===== src/rtl/seg7_scan_if.sv =====
// Bundles the scan controller's control inputs and display outputs.
// The master side drives the value and strobes; the slave side is the scan controller.
interface seg7_scan_if #(
  parameter int NUM_DIGITS = 4,
  parameter int CODE_W     = 4
);
  logic                         en;
  logic                         load;
  logic [NUM_DIGITS*CODE_W-1:0] value;
  logic                         lz_blank;
  logic [CODE_W-1:0]            digit_code;
  logic [NUM_DIGITS-1:0]        anode;
  logic                         pending;
  logic                         frame_done;

  modport master (
    output en, load, value, lz_blank,
    input  digit_code, anode, pending, frame_done
  );

  modport slave (
    input  en, load, value, lz_blank,
    output digit_code, anode, pending, frame_done
  );
endinterface


===== src/rtl/seg7_scan_ctrl.sv =====
// Time-multiplexed digit scanner feeding one shared segment decoder.
// New values wait in a shadow register and are committed only at frame boundaries.
module seg7_scan_ctrl #(
  parameter int NUM_DIGITS = 4,
  parameter int CODE_W     = 4,
  parameter int DWELL      = 4,
  parameter int GAP_CYC    = 1
) (
  input logic        clk,
  input logic        rst,
  seg7_scan_if.slave bus
);
  localparam int VAL_W   = NUM_DIGITS * CODE_W;
  localparam int IW      = (NUM_DIGITS > 1) ? $clog2(NUM_DIGITS) : 1;
  localparam int CNT_MAX = (DWELL > GAP_CYC) ? DWELL : GAP_CYC;
  localparam int PW      = $clog2(CNT_MAX + 1);

  localparam logic [IW-1:0] LAST_IDX  = IW'(NUM_DIGITS - 1);
  localparam logic [PW-1:0] DWELL_END = PW'(DWELL - 1);
  localparam logic [PW-1:0] GAP_END   = PW'((GAP_CYC > 0) ? GAP_CYC - 1 : 0);

  typedef enum logic [1:0] {IDLE, SHOW, GAP} state_t;

  state_t                state_q, state_d;
  logic [IW-1:0]         idx_q, idx_d;
  logic [PW-1:0]         pre_q, pre_d;
  logic [VAL_W-1:0]      shadow_q, shadow_d;
  logic [VAL_W-1:0]      disp_q, disp_d;
  logic                  pending_q, pending_d;
  logic [NUM_DIGITS-1:0] anode_q, anode_d;
  logic [CODE_W-1:0]     code_q, code_d;
  logic                  fdone_q, fdone_d;
  logic                  commit;
  logic [NUM_DIGITS-1:0] blank;

  // Digit i>0 is dark when it and every more-significant digit are zero.
  function automatic logic [NUM_DIGITS-1:0] blank_mask(input logic [VAL_W-1:0] v,
                                                       input logic             lz);
    logic [NUM_DIGITS-1:0] m;
    logic                  zeros_above;
    m           = '0;
    zeros_above = lz;
    for (int i = NUM_DIGITS - 1; i > 0; i--) begin
      zeros_above = zeros_above && (v[i*CODE_W +: CODE_W] == '0);
      m[i]        = zeros_above;
    end
    return m;
  endfunction

  always_ff @(posedge clk or posedge rst) begin
    if (rst) begin
      state_q <= IDLE;
      idx_q   <= '0;
      pre_q   <= '0;
    end else begin
      state_q <= state_d;
      idx_q   <= idx_d;
      pre_q   <= pre_d;
    end
  end

  always_comb begin
    state_d = state_q;
    idx_d   = idx_q;
    pre_d   = pre_q;
    commit  = 1'b0;
    case (state_q)
      IDLE: begin
        if (bus.en) begin
          state_d = SHOW;
          idx_d   = '0;
          pre_d   = '0;
          commit  = 1'b1;
        end
      end
      SHOW: begin
        if (!bus.en) begin
          state_d = IDLE;
          idx_d   = '0;
          pre_d   = '0;
        end else if (pre_q == DWELL_END) begin
          pre_d = '0;
          if (GAP_CYC > 0) begin
            state_d = GAP;
          end else if (idx_q == LAST_IDX) begin
            idx_d  = '0;
            commit = 1'b1;
          end else begin
            idx_d = idx_q + IW'(1);
          end
        end else begin
          pre_d = pre_q + PW'(1);
        end
      end
      GAP: begin
        if (!bus.en) begin
          state_d = IDLE;
          idx_d   = '0;
          pre_d   = '0;
        end else if (pre_q == GAP_END) begin
          state_d = SHOW;
          pre_d   = '0;
          if (idx_q == LAST_IDX) begin
            idx_d  = '0;
            commit = 1'b1;
          end else begin
            idx_d = idx_q + IW'(1);
          end
        end else begin
          pre_d = pre_q + PW'(1);
        end
      end
      default: state_d = IDLE;
    endcase

    // A load coinciding with a commit lands in the shadow and stays pending.
    disp_d    = (commit && pending_q) ? shadow_q : disp_q;
    shadow_d  = bus.load ? bus.value : shadow_q;
    pending_d = bus.load | (pending_q & ~commit);

    // Outputs are registered, so they are computed from the upcoming state.
    blank   = blank_mask(disp_d, bus.lz_blank);
    anode_d = '0;
    code_d  = code_q;
    if (state_d == SHOW) begin
      anode_d[idx_d] = ~blank[idx_d];
      code_d         = disp_d[idx_d*CODE_W +: CODE_W];
    end

    // frame_done marks the final cycle of a frame, i.e. the cycle ending in the wrap.
    if (GAP_CYC > 0) begin
      fdone_d = (state_d == GAP) && (idx_d == LAST_IDX) && (pre_d == GAP_END);
    end else begin
      fdone_d = (state_d == SHOW) && (idx_d == LAST_IDX) && (pre_d == DWELL_END);
    end
  end

  always_ff @(posedge clk or posedge rst) begin
    if (rst) begin
      shadow_q  <= '0;
      disp_q    <= '0;
      pending_q <= 1'b0;
      anode_q   <= '0;
      code_q    <= '0;
      fdone_q   <= 1'b0;
    end else begin
      shadow_q  <= shadow_d;
      disp_q    <= disp_d;
      pending_q <= pending_d;
      anode_q   <= anode_d;
      code_q    <= code_d;
      fdone_q   <= fdone_d;
    end
  end

  assign bus.anode      = anode_q;
  assign bus.digit_code = code_q;
  assign bus.pending    = pending_q;
  assign bus.frame_done = fdone_q;
endmodule


===== src/flat_wrapper.sv =====
// flat-port wrapper written by rule: the top's interface ports become plain ports
module seg7_scan_ctrl_flat 
#(
  parameter int NUM_DIGITS = 4,
  parameter int CODE_W     = 4,
  parameter int DWELL      = 4,
  parameter int GAP_CYC    = 1
)
  (clk, rst, bus_en, bus_load, bus_value, bus_lz_blank, bus_digit_code, bus_anode, bus_pending, bus_frame_done);
  seg7_scan_if #(.NUM_DIGITS(NUM_DIGITS), .CODE_W(CODE_W)) bus_i ();
  input logic clk;
  input logic rst;
  input wire logic [$bits(bus_i.en)-1:0] bus_en;
  input wire logic [$bits(bus_i.load)-1:0] bus_load;
  input wire logic [$bits(bus_i.value)-1:0] bus_value;
  input wire logic [$bits(bus_i.lz_blank)-1:0] bus_lz_blank;
  output wire logic [$bits(bus_i.digit_code)-1:0] bus_digit_code;
  output wire logic [$bits(bus_i.anode)-1:0] bus_anode;
  output wire logic [$bits(bus_i.pending)-1:0] bus_pending;
  output wire logic [$bits(bus_i.frame_done)-1:0] bus_frame_done;
  assign bus_i.en = bus_en;
  assign bus_i.load = bus_load;
  assign bus_i.value = bus_value;
  assign bus_i.lz_blank = bus_lz_blank;
  assign bus_digit_code = bus_i.digit_code;
  assign bus_anode = bus_i.anode;
  assign bus_pending = bus_i.pending;
  assign bus_frame_done = bus_i.frame_done;
  seg7_scan_ctrl #(.NUM_DIGITS(NUM_DIGITS), .CODE_W(CODE_W), .DWELL(DWELL), .GAP_CYC(GAP_CYC)) u_core (.clk(clk), .rst(rst), .bus(bus_i));
endmodule

===== config.mk =====
export PLATFORM = sky130hd
export DESIGN_NAME = seg7_scan_ctrl_flat
export DESIGN_NICKNAME = d
export VERILOG_FILES = /design/src/rtl/seg7_scan_if.sv /design/src/rtl/seg7_scan_ctrl.sv /design/src/flat_wrapper.sv
export SDC_FILE = /design/constraint.sdc
export NUM_CORES = 1
export LEC_CHECK = 0
export BUFFER_PORTS_ARGS = -buffer_cell sky130_fd_sc_hd__buf_4
export CORE_MARGIN = 2
export CORE_UTILIZATION = 35
export DETAILED_ROUTE_END_ITERATION = 6
export PLACE_DENSITY = 0.51
export SLEW_MARGIN = 20
export SYNTH_ARGS = -nofsm -noshare
export SYNTH_HDL_FRONTEND = slang
export SYNTH_SLANG_ARGS = --single-unit

===== constraint.sdc =====
create_clock -name clk -period 2.79 [get_ports clk]
set_input_delay 0.558 -clock clk [delete_from_list [all_inputs] [get_ports clk]]
set_output_delay 0.558 -clock clk [all_outputs]
set_load 0.02 [all_outputs]

### After elaboration in Yosys (flattened, before gate mapping)

Cells that the tools add are included.

* word-level logic and storage cells: 68
* register bits: 49
* output and inout port bits: 10

* bitwise operators: 5
* eq/ne operators: 7
* add/subtract/negate cells: 2
* shifts and indexed selects: 1
* magnitude comparators: 2
* reduce and logical (&&, ||, !) cells: 13
* mux-type cells: 29

Operators with widths (number)
* 2-bit 2-to-1 mux: 10
* 16-bit 2-to-1 mux: 1
* 16-bit by 5-bit variable part select with 4-bit output: 1
* 3-bit 2-to-1 mux: 5
* 4-bit zero test: 3
* 2-bit case mux with 3 select lines: 2
* 3-bit case mux with 3 select lines: 1
* 2-bit == test (second input constant): 4
* 1-bit logical AND: 7
* 3-bit zero test: 2
* 1-bit 2-to-1 mux: 6
* 4-bit AND: 1
* 2-bit by 1-bit == test with 1-bit output (second input constant): 2
* 4-bit 2-to-1 mux: 1
* 3-bit by 1-bit adder with 3-bit output (second input constant): 1
* 3-bit by 2-bit == test with 1-bit output (second input constant): 1
* 2-bit by 3-bit less-than comparator with 1-bit output (second input constant): 1
* 2-bit by 1-bit adder with 2-bit output (second input constant): 1
* 1-bit binary-select mux with 2-bit select: 1
* 1-bit demux with 2-bit select: 1
* 2-bit by 1-bit >= comparator with 1-bit output (second input constant): 1
* 2-bit zero test: 1
* 1-bit inverter: 2
* 1-bit case mux with 2 select lines: 1
* other kinds (2): 2

### Longest topological paths before layout

Gate-level depths: netlist (run 1).

* depth in word-level cells: 16
* gate-level depth with buffers: 9
* mapped depth without buffers: 8

### Worst setup path after synthesis (run 1)

Ideal clock, no wire load.

* kind: input to register
* from: input port bus_en
* to: register u_core.code_q[0] (netlist: u_core.bus.digit_code[0])
* path buffers: 0
* library setup time: 0.131 ns
* slack: 0.827 ns
* stages: 6
* data arrival time: 1.832 ns
* path through: or3_4 > a21bo_1 > nand3_4 > mux2_1 > o211ai_1 > a31oi_1

* elaborated cells on any way between the ends: 15
* those cells by class: 1 x eq/ne; 1 x shift; 12 x mux; 1 x reduce/logical

RTL lines
* from (decl): line flat_wrapper.sv:13 `input wire logic [$bits(bus_i.en)-1:0] bus_en;`
* 2-bit 2-to-1 mux, on equally long branches: line seg7_scan_ctrl.sv:96, seg7_scan_ctrl.sv:77, seg7_scan_ctrl.sv:69
* 2-bit case mux with 3 select lines *: line seg7_scan_ctrl.sv:67 `case (state_q)`
* net u_core.idx_d[0]: line seg7_scan_ctrl.sv:25 `logic [IW-1:0] idx_q, idx_d;`
* 16-bit by 5-bit variable part select with 4-bit output *: line seg7_scan_ctrl.sv:127 `code_d = disp_d[idx_d*CODE_W +: CODE_W];`
* to (signal assigned): line seg7_scan_ctrl.sv:151 `code_q <= code_d;`
* to (decl): line seg7_scan_ctrl.sv:31 `logic [CODE_W-1:0] code_q, code_d;`

The timed path passes the listed nets; every way through them passes the cells marked *.
A chain may end at the register's enable or synchronous reset.

### Worst setup path after layout (run 1)

* from: register u_core.pre_q[0]
* to: register u_core.code_q[0] (netlist: u_core.bus.digit_code[0])

* word-level cells in the longest chain between the ends: 7
* elaborated cells on any way between the ends: 17
* those cells by class: 2 x eq/ne; 1 x shift; 12 x mux; 2 x reduce/logical

RTL lines
* from (decl): line seg7_scan_ctrl.sv:26 `logic [PW-1:0] pre_q, pre_d;`
* from (signal assigned): line seg7_scan_ctrl.sv:58 `pre_q <= pre_d;`
* 3-bit zero test: line seg7_scan_ctrl.sv:100 `end else if (pre_q == GAP_END) begin`
* 1-bit 2-to-1 mux: line seg7_scan_ctrl.sv:100
* 1-bit 2-to-1 mux: line seg7_scan_ctrl.sv:96 `if (!bus.en) begin`
* 1-bit case mux with 2 select lines: line seg7_scan_ctrl.sv:67
* 1-bit logical AND: line seg7_scan_ctrl.sv:117 `disp_d = (commit && pending_q) ? shadow_q : disp_q;`
* 16-bit 2-to-1 mux: line seg7_scan_ctrl.sv:117
* 16-bit by 5-bit variable part select with 4-bit output: line seg7_scan_ctrl.sv:127

Several ways; a longest one is shown, not always the timed one.

==> results of run 1 <==
-- stage by stage --
stage                     std cells  total power, mW  area (µm²)
after floorplan                 195             1.07        2360
after global placement          297             1.17        2660
after detailed placement        297             1.18        2660
after CTS                       305             1.64        2760
after global routing            305             1.70        2760
final                           305             1.61        2760
-- worst max-delay path, stage by stage, from the launching register on --
cell	delay (ps)
dfrtp_1	410
inv_1	70
ha_1	260
nand3b_4	110
a21oi_4	410
buf_4	280
mux2i_1	300
o21a_1	160
a31oi_1	80
-- placed cells by master (no fill, tap or decap), types with 2 or more instances in the layout --
master,count
dfrtp_1,49
buf_4,32
mux2_2,27
inv_1,11
nor2_1,10
nand2_1,9
clkbuf_8,7
nand2b_1,5
nand3_1,5
o21ai_0,5
a31oi_1,5
o211ai_1,5
ha_1,5
mux2i_1,4
o21a_1,4
nor4_1,4
a21oi_1,3
mux2_1,2
and3_1,2
o21ai_1,2
o41ai_1,2
-- power breakdown --
part | switching, mW | total (mW) | internal [mW]
logic | 0.136 | 0.284 | 0.148
registers | 0.0633 | 0.871 | 0.808
clock network | 0.226 | 0.451 | 0.224
-- final timing paths --
kind / start / to / slack, ps / cells past startpoint
hold / removal: rst / u_core.shadow_q[13] / 420 / 3
min in group clk: bus_value[8] / u_core.shadow_q[8] / 480 / 2
setup reg to reg: u_core.pre_q[0] / u_core.bus.digit_code[0] / 580 / 8
hold reg to reg: u_core.disp_q[7] / u_core.disp_q[7] / 500 / 2
max in group asynchronous: rst / u_core.bus.anode[1] / 1960 / 3
setup / recovery: u_core.pre_q[0] / u_core.bus.digit_code[0] / 580 / 8
-- per-layer routing --
layer | GRT usage | vias up | wire length, µm
li1 | - | 767 | -
met1 | 0.185 | 754 | 2200
met2 | 0.221 | 20 | 2270
met3 | 0.0260 | 4 | 125
met4 | 0.0433 | 0 | 32
met5 | 0 | - | 0
-- cells by family (layout without fill, tap and decap cells) --
logic type | after synthesis | after routing | synth area share
mux | 34 | 34 | 0.162
flops | 49 | 49 | 0.519
simple gates | 50 | 50 | 0.137
compound gates | 37 | 37 | 0.117
buf+inv | 20 | 53 | 0.0387
fa+ha+maj | 5 | 5 | 0.0265
-- area by class of cell --
class                      instances  share of cell area
sequential                        49               0.445
inverter                          13              0.0177
clock buffer                       7              0.0350
timing repair buffer              32              0.0872
tap                               77              0.0350
multi-input combinational        126               0.379
clock inverter                     1             0.00182
-- state kept, by name, indices dropped and copies added, names as in the netlist --
register and flops:
u_core.shadow_q 16, u_core.state_q 2, u_core.bus.anode 4, u_core.disp_q 16
u_core.idx_q 2, u_core.bus.frame_done 1, u_core.bus.digit_code 4, u_core.bus.pending 1
u_core.pre_q 3
==> impl_metrics.yaml, run 1 <==
place:
  place_hpwl_um: 3450
  dp_slack_ps: 487
  portBuffers: 30
  finalWeightedCongestion: 0.753
timing:
  fin_skew_ps: 3.17
  layout_min_cycle_time_ps: 2210
  holdWs_ps: 417
  fin_setup_tns_ps: 0
  period_share: 0.792
  tightest_slew_ps: 616
  relSlewSlack: 0.590
  setup_slack_ps: 580
  maxSlewViolCount: 0
  hold_violations: 0
  fmax_mhz: 453
  setup_violations: 0
  rsz0062_at_grt: "false"
cells_and_area:
  area_delta_synth_final_pct: 16.7
  layout-drive-gt1-share: 0.355
  antenna_cells: 0
  multiInputGateArea_um2: 1040
  finish.utilization: 0.429
  seq_area_um2: 1230
  num-fill-cells: 621
  nets: 253
grt:
  grt_max_degree: 50
  grt_pass1_wl_um: 7890
  grt_pass1_vias: 1568
  grt_overflow: 0
  antenna_found_initial: 0
  grtUsageTotal: 0.137
floorplanning:
  die_w_um: 86.1
  fp.dieH_um: 86.1
  top_level_ports: 31
  die-area_um2: 7420
  start_util: 0.368
  rows: 29
  core_um2: 6420
clock_tree:
  h-tree-depth: 2
  cts_inserted_buffers: 5
  postCtsHoldBufs: 0
  clkSinkCount: 49
  clk_latency_ps: 300
  tritoncts: "yes"
  clock_path_buffers: 2
  postCtsSetupBuffers: 0
  clk_pin_slew_ps: 80
  cts_root_buffer: "clkbuf_8"
  cts_resized: 0
pwr:
  p_leak_nw: 1.21
  ir_worst_vdd_uv: 273
  powerDensity_nw_per_um2: 583
worst_setup_path:
  critical_path_arrival_ps: 2380
  cp.required_ps: 2960
  path_max_fanout: 15
  critPathLaunchType: "register"
  end_kind: "register"
  critPathKind: "register to register"
flow_run:
  maxCapViolations: 0
status:
  status: "completed"
route:
  vias: 1545
  drt_wl_total_um: 4630
  drc: 0
  ant_nets: 0
  vias_per_cell: 5.07
  drt_first_pass_iters: 4
  post_drt_wl_per_cell_um: 15.2
  dr.first_iter.drc_count: 30
synthesis:
  synth_nets: 221
  synth-seq-cells: 49
  synth_edf_count: 0
  synthArstFlopShare: 1.00
  synthTopCellsByArea: "dfrtp_1 (52%), mux2_2 (13%), ha_1 (2.6%)"
  ys_types: 51
  ys_warn_count: 0
  syn_area_per_cell_um2: 12.1
  netlist_top_cells_count: "dfrtp_1 (49), mux2_2 (27), inv_1 (12)"
  yosysMostFrequentCell: "dfrtp_1"
  ys_seq_area_frac: 0.519
  synthCells: 195
  synth_flop_cell: "dfrtp_1"
  synth_top_area_frac: 0.519
  syn_area_um2: 2360
  synth_top_area_cell: "dfrtp_1"
worst_hold_path:
  hp-class: "input port to async pin"
(Power assumes the default switching activity.)
==> inputs of run 2 (changes only) <==
--- a/config.mk
+++ b/config.mk
@@ -9,7 +9,7 @@
 export CORE_MARGIN = 2
 export CORE_UTILIZATION = 35
 export DETAILED_ROUTE_END_ITERATION = 6
-export PLACE_DENSITY = 0.51
+export PLACE_DENSITY = 0.53
 export SLEW_MARGIN = 20
 export SYNTH_ARGS = -nofsm -noshare
 export SYNTH_HDL_FRONTEND = slang
==> constraint.sdc (replaced) <==
create_clock -name clk -period 2 [get_ports clk]
set_input_delay 0.4 -clock clk [delete_from_list [all_inputs] [get_ports clk]]
set_output_delay 0.4 -clock clk [all_outputs]
set_load 0.02 [all_outputs]
==> run 2 against run 1 <==
Maximum frequency rose by 17%. Critical endpoint is now u_core.bus.digit_code[3]. Setup slack got worse by 470 ps. Clock skew rose by 8.8 ps. Core utilization rose by 2.6 points. Flip-flop and latch count did not move. Largest cell class unchanged. Final cell count rose by 4.9%. Power rose by 41%. Non-clock buffer count rose by 15.
==> impl_metrics.yaml, run 2 (synthesis results as in run 1) <==
grt:
  grt_pass1_wl_um: 8290
  antenna_found_initial: 0
  grt-busiest-layer: "met2"
  grt_pass1_vias: 1640
  gr-usage-met2: 0.218
  gr-usage-met3: 0.0318
  grt_overflow: 0
  grt_max_degree: 33
  grtUsageTotal: 0.144
  use_met1: 0.206
cells_and_area:
  final_area_um2: 2930
  layout-drive-gt1-share: 0.412
  stdcell_count: 320
  nets: 268
  area_delta_synth_final_pct: 23.9
  layout_common_cells: "dfrtp_1 (48), buf_4 (44), mux2_2 (27)"
  largestRegisters: "u_core.disp_q (16), u_core.shadow_q (16)"
  layout_commonest_cell: "dfrtp_1"
  antenna_cells: 0
  finish.utilization: 0.455
timing:
  setup_violations: 0
  fmax_mhz: 530
  period_share: 0.943
  fin_setup_tns_ps: 0
  hold_violations: 0
  relSlewSlack: 0.719
  maxSlewViolCount: 0
  layout_min_cycle_time_ps: 1890
  fin_skew_ps: 12.0
  tightest_slew_ps: 419
status:
  status: "completed"
clock_tree:
  cts_inserted_buffers: 5
  clk_pin_slew_ps: 90
  clk_latency_ps: 300
  tritoncts: "yes"
  clkSinkCount: 49
  cts_root_buffer: "clkbuf_8"
  clock_path_buffers: 2
  h-tree-depth: 2
worst_hold_path:
  hp-class: "input port to async pin"
worst_setup_path:
  rr_endpoint: "u_core.bus.digit_code[3]"
  critPathLaunchType: "register"
  critPathKind: "register to register"
  r2r_slack_ps: 110
  path_max_fanout: 11
  end_kind: "register"
  reg2reg_from: "u_core.pre_q[1]"
  critical_path_arrival_ps: 2080
  cp.required_ps: 2190
  reg2reg_depth: 9
route:
  drt_wl_total_um: 4910
  drc: 0
  post_drt_wl_per_cell_um: 15.3
  drt_first_pass_iters: 4
  dr.first_iter.drc_count: 52
  ant_nets: 0
  vias: 1622
  vias_per_cell: 5.07
place:
  dpl.cell_count: 310
  place_hpwl_um: 3570
  portBuffers: 30
  post_dp_cell_area_um2: 2780
  finalWeightedCongestion: 0.752
pwr:
  p_leak_nw: 1.30
  ir_worst_vdd_uv: 360
  p_total_mw: 2.27
  powerDensity_nw_per_um2: 774
floorplanning:
  die_w_um: 86.1
  die-area_um2: 7420
  start_util: 0.368
  rows: 29
  core_um2: 6420
  fp.dieH_um: 86.1
  top_level_ports: 31
flow_run:
  maxCapViolations: 0
## run 2: changes by cell type in the layout (fill, tap and decap cells not counted), sizes merged
| cell | before | now |
|---|---|---|
| clkinv | 2 | 3 |
| buf | 32 | 46 |
## run 2: how the worst max path moves through the flow
stage	from	end	slack, ps	cells past startpoint
after CTS	u_core.pre_q[1]	u_core.bus.digit_code[0]	30	8
after floorplan	u_core.pre_q[0]	u_core.bus.digit_code[1]	70	8
after global routing	u_core.pre_q[1]	u_core.bus.frame_done	-10	8
final	u_core.pre_q[1]	u_core.bus.digit_code[3]	110	9
after global placement	bus_en	u_core.bus.digit_code[0]	50	7
after detailed placement	u_core.pre_q[1]	u_core.bus.digit_code[3]	40	9
## run 2: power breakdown
part / switching, mW / internal (mW)
Clock: 0.326 / 0.281
Combinational: 0.207 / 0.238
Sequential: 0.0876 / 1.13
Total: 0.620 / 1.65
## run 2: routing by layer
metal,vias to the layer above,routed length (µm)
met5,-,0
met4,0,64
met3,7,163
met2,23,2260
met1,799,2420
li1,793,-
## run 2: per-stage QoR
| step | hold WS (ps) | setup slack [ps] |
|---|---|---|
| after floorplan | 462 | 74.5 |
| after global placement | 429 | 48.6 |
| after detailed placement | 429 | 38.6 |
| after CTS | 94.8 | 32.4 |
| after global routing | 111 | -10.7 |
| final | 88.7 | 113 |
## run 2: worst max-delay path, cell delays in order (launching register included)
cell,delay [ps]
dfrtp_1,410
inv_1,100
ha_4,170
nand3b_4,90
a21oi_4,170
buf_12,160
mux2_1,340
nand2b_1,150
o211ai_1,90
a31oi_1,100
## run 2: area by class of cell
class	count	area (µm²)
fillers	621	3500
flip-flops and latches	49	1230
multi-input cells	126	1060
repair buffers	47	395
well taps	77	96.3
clock buffers	6	82.6
inverters	13	48.8
clock inverters	2	13.8
## run 2: what timing repair did
action	4_1_cts	5_1_grt
endpoints found under the setup margin	0	6
resized for setup	0	7
hold buffers	0	0
setup buffers	0	1
hold endpoints to repair	0	0
